--- src/rtl/tanh_req_sched.sv ---
// tanh_req_sched: round-robin sharing of one combinational tanh unit between NUM_REQ requesters.
// S1 holds the granted operand that drives the unit; S2 holds the unit's result until the consumer takes it.
module tanh_req_sched #(
    parameter int NUM_REQ = 4,
    parameter int IN_W = 16,
    parameter int OUT_W = 8,
    localparam int ID_W = $clog2(NUM_REQ)
) (
    input  logic                    clk_i,
    input  logic                    rst_ni,
    input  logic [NUM_REQ-1:0]      req_valid_i,
    input  logic [NUM_REQ*IN_W-1:0] req_data_i,
    output logic [NUM_REQ-1:0]      req_ready_o,
    output logic [IN_W-1:0]         tanh_in_o,
    input  logic [OUT_W-1:0]        tanh_out_i,
    output logic                    rsp_valid_o,
    output logic [OUT_W-1:0]        rsp_data_o,
    output logic [ID_W-1:0]         rsp_id_o,
    input  logic                    rsp_ready_i,
    output logic                    busy_o
);
    logic              s1_vld;
    logic              s2_vld;
    logic [IN_W-1:0]   s1_data;
    logic [ID_W-1:0]   s1_id;
    logic [OUT_W-1:0]  s2_data;
    logic [ID_W-1:0]   s2_id;
    logic [ID_W-1:0]   rr_ptr;
    logic [ID_W-1:0]   gnt_id;
    logic [ID_W-1:0]   nxt_ptr;
    logic [ID_W-1:0]   idx;
    logic [ID_W:0]     sum;
    logic [IN_W-1:0]   gnt_data;
    logic              found;
    logic              s2_free;
    logic              s1_adv;
    logic              s1_free;
    logic              grant;

    assign s2_free = !s2_vld || rsp_ready_i;
    assign s1_adv  = s1_vld && s2_free;
    assign s1_free = !s1_vld || s1_adv;

    // Search rr_ptr, rr_ptr+1, ... with a single conditional wrap since both terms are below NUM_REQ.
    always_comb begin
        found    = 1'b0;
        gnt_id   = '0;
        gnt_data = '0;
        sum      = '0;
        idx      = '0;
        for (int i = 0; i < NUM_REQ; i++) begin
            sum = {1'b0, rr_ptr} + (ID_W+1)'(i);
            idx = (sum >= (ID_W+1)'(NUM_REQ)) ? ID_W'(sum - (ID_W+1)'(NUM_REQ)) : sum[ID_W-1:0];
            if (!found && req_valid_i[idx]) begin
                found    = 1'b1;
                gnt_id   = idx;
                gnt_data = req_data_i[int'(idx)*IN_W +: IN_W];
            end
        end
    end

    // Gating with rst_ni keeps every grant low while reset is held, not just after the first edge.
    assign grant       = found && s1_free && rst_ni;
    assign req_ready_o = grant ? {{(NUM_REQ-1){1'b0}}, 1'b1} << gnt_id : '0;
    assign nxt_ptr     = (gnt_id == ID_W'(NUM_REQ-1)) ? '0 : gnt_id + 1'b1;

    always_ff @(posedge clk_i or negedge rst_ni) begin
        if (!rst_ni) begin
            s1_vld  <= 1'b0;
            s1_data <= '0;
            s1_id   <= '0;
            s2_vld  <= 1'b0;
            s2_data <= '0;
            s2_id   <= '0;
            rr_ptr  <= '0;
        end else begin
            if (grant) begin
                s1_vld  <= 1'b1;
                s1_data <= gnt_data;
                s1_id   <= gnt_id;
                rr_ptr  <= nxt_ptr;
            end else if (s1_adv) begin
                s1_vld <= 1'b0;
            end
            if (s1_adv) begin
                s2_vld  <= 1'b1;
                s2_data <= tanh_out_i;
                s2_id   <= s1_id;
            end else if (rsp_ready_i) begin
                s2_vld <= 1'b0;
            end
        end
    end

    assign tanh_in_o   = s1_data;
    assign rsp_valid_o = s2_vld;
    assign rsp_data_o  = s2_data;
    assign rsp_id_o    = s2_id;
    assign busy_o      = s1_vld || s2_vld;
endmodule

--- config.mk ---
export PLATFORM = sky130hd
export DESIGN_NAME = tanh_req_sched
export DESIGN_NICKNAME = d
export VERILOG_FILES = /design/src/rtl/tanh_req_sched.sv
export SDC_FILE = /design/constraint.sdc
export NUM_CORES = 1
export LEC_CHECK = 0
export BUFFER_PORTS_ARGS = -buffer_cell sky130_fd_sc_hd__buf_2
export CAP_MARGIN = 20
export CORE_MARGIN = 2
export CORE_UTILIZATION = 47
export DETAILED_ROUTE_END_ITERATION = 16
export PLACE_DENSITY = 0.79
export SLEW_MARGIN = 0
export SYNTH_ARGS = -nofsm -noshare
export SYNTH_HDL_FRONTEND = slang
export SYNTH_SLANG_ARGS = --single-unit
export TNS_END_PERCENT = 50
--- constraint.sdc ---
create_clock -name clk_i -period 1.8 [get_ports clk_i]
set_clock_uncertainty 0.1 [all_clocks]
set_input_delay 0.36 -clock clk_i [delete_from_list [all_inputs] [get_ports clk_i]]
set_output_delay 0.36 -clock clk_i [all_outputs]
set_load 0.01 [all_outputs]
==> reports/qor.csv <==
metric,value,unit
vias,3740,
slowest_delay,0.52,ns
vias_per_cell,6.17,
cp-end-kind,flip-flop,
grt.total_usage,26.8,%
crit_path_start_kind,flip-flop,
crit_required,1.88,ns
cts_tree,done,
pre_cts_ws,-0.242,ns
cp_max_fo,13,
critPathArrivalTime,2.18,ns
routabilityCongestion,0.953,
syn_area,3250,um2
clkLatencyLatePin,0.29,ns
initial_core_util,48.0,%
ys_seq_elements,32,
ys_seq_area_share,24.7,%
critPathBufInv,3,
clk_pin_slew,0.07,ns
path_class,reg2reg,
status,"finished, violations left",
crit_family,flip-flops,
tns,-5.38,ns
worstMarginPinSlew,0.431,ns
min_period,2.11,ns
report.final.slew_viol_count,0,
cts_root_buf,clkbuf_8,
dieArea,7590,um2
dp_hpwl,7.29,mm
cts_buffers,5,
nets,604,
slowest_stage,dfrtp_4,
wl,10.8,mm
leakage,2.16,nW
post_layout_nonfiller_instances,606,
fin_ws,-0.305,ns
hp-class,in2async,
antenna_cells,0,
cap_violations,0,
io_pins,111,
p_total,6.53,mW
setup_viol,20,
h-tree-depth,2,
fin_area,4620,um2
drt-initial-drc-count,221,
drc,0,
portBuffers,110,
core_area,6760,um2
synth.avg_cell_area,8.39,um2
utilization,68.4,%
hold_viol,0,
grt_pass1_vias,3563,
irDropWorstVdd,755,uV
fp.dieH,87.1,um
grt_max_degree,42,
ant_nets,0,
ys_async_sr_fraction,100,%
antenna_found_initial,0,
dr.pass1.iters,5,
ys_types,45,
die_x,87.1,um
syn-num-nets,466,
holdWs,0.0199,ns
synth-edff-count,0,
dpl.cell_count,588,
place_area,4110,um2
worstPathCellList,buf_6 > buf_6 > nand3b_1 > a211oi_4 > or2_4 > clkbuf_16 > o31ai_2 > a21oi_2,
crit_path_frequent_cell,buf_6,
clock.fmax,0.475,GHz
rows,30,
clk_path_buf_depth,2,
drt-wirelength-per-cell,17.8,um
relSlewSlack,71.3,%
synth_flop_cell,dfrtp_1,
globalRouteOverflowTotal,0,
grt_pass1_wl,16.3,mm
cts_sinks,32,
fin_crit_sh,117,%
powerDensity,1410,nW/um2
area_delta_synth_final,42.4,%
yosys_warnings,0,
rsz0062_at_grt,true,
violations,setup timing,
layout-drive-gt1-share,48.7,%
syn_inst,387,
-- flip-flops by register name (all words and copies together) (netlist names) --
register	count
s1_id	2
tanh_in_o	16
rsp_id_o	2
rr_ptr	2
rsp_data_o	8
s1_vld	1
rsp_valid_o	1
-- layout by cell type (no fill, tap or decap), types with 2 or more instances in the layout --
cell type    n
a2111oi_2   14
a2111oi_4    2
a21oi_1     22
a21oi_2     13
a22oi_1     15
and3_1      16
buf_12       2
buf_2      110
buf_4       46
buf_6        6
clkbuf_8     5
dfrtp_1     30
inv_1        2
mux2_1      14
mux2_2      11
mux2i_1     43
mux2i_2      2
mux4_2       3
nand2_1     57
nand2b_1     4
nand3b_1     6
nor2_1      31
nor2b_1      2
nor2b_4      2
o21ai_0     17
o21ai_2      2
o31ai_2     13
o31ai_4      2
or3b_4       2
-- power by group --
group          internal, mW  switching [mW]  leakage, nW
combinational          2.13            2.50         1.74
sequential            0.999           0.208        0.364
clock                 0.409           0.280       0.0541
total                  3.54            2.99         2.16
-- worst paths after layout --
check | from | to | depth (start not counted) | slack [ns]
min in group clk_i | tanh_out_i[6] | rsp_data_o[6] | 2 | 0.20
setup reg to reg | rr_ptr[0] | tanh_in_o[9] | 8 | -0.31
hold reg to reg | s1_id[0] | s1_id[0] | 2 | 0.38
setup / recovery | rr_ptr[0] | tanh_in_o[9] | 8 | -0.31
max in group asynchronous | rst_ni | rr_ptr[0] | 2 | 1.24
hold / removal | rst_ni | s1_id[1] | 2 | 0.02
-- repair_timing --
| item | CTS | global route |
|---|---|---|
| cloned | 1 | 1 |
| hold buffers | 0 | 0 |
| pin swaps | 5 | 4 |
| gates resized for setup | 52 | 16 |
| setup buffers | 5 | 3 |
| setup endpoints to repair | 22 | 20 |
-- cells in the mapped netlist (6+ instances only) --
| cell type | number | share of area, % |
|---|---|---|
| clkbuf_1 | 13 | 1.5 |
| a22oi_1 | 15 | 3.5 |
| mux2_1 | 14 | 4.9 |
| o21ai_0 | 18 | 2.8 |
| mux2i_1 | 45 | 14 |
| buf_2 | 11 | 1.7 |
| nand3b_1 | 6 | 1.4 |
| nor2_1 | 32 | 3.7 |
| o31ai_1 | 15 | 3.5 |
| nand2_1 | 57 | 6.6 |
| and3_1 | 16 | 3.1 |
| mux2_2 | 11 | 3.8 |
| buf_4 | 6 | 1.4 |
| a2111oi_0 | 16 | 4.3 |
| a21oi_1 | 24 | 3.7 |
| dfrtp_1 | 32 | 25 |
| a21oi_2 | 11 | 3.0 |
-- cell families after synthesis --
family                    after synthesis  synth area share (%)
xor gates and xnor gates                1                 0.270
AOI/OAI and AO/OA                     112                  24.9
and+or+nand+nor                       131                  18.9
muxes                                  73                  24.6
buffers and inverters                  38                  6.67
DFF                                    32                  24.7
-- worst reg2reg max path, delay by kind of cell, from the launching register on --
family	cells	cell delay, ns
AOI/OAI and AO/OA	3	0.47
buffers and inverters	3	0.48
DFF	1	0.52
and+or+nand+nor	2	0.42
-- routing by layer --
metal	vias to the layer above	part of all wire (%)	GRT usage, %	wire (um)
met3	53	8.4	5.59	905
met1	1759	38	31.3	4060
met2	212	50	47.3	5420
met5	-	0	0	0
li1	1716	-	-	-
met4	0	3.8	11.5	410
-- cell type report --
class,count,area [um2]
Clock buffer,5,68.8
Clock inverter,3,42.5
Fill cell,493,2130
Inverter,3,11.3
Multi-Input combinational cell,317,2530
Sequential cell,32,806
Tap cell,80,100
Timing Repair Buffer,166,1060
Note: power is estimated with default switching activity, not from simulation.
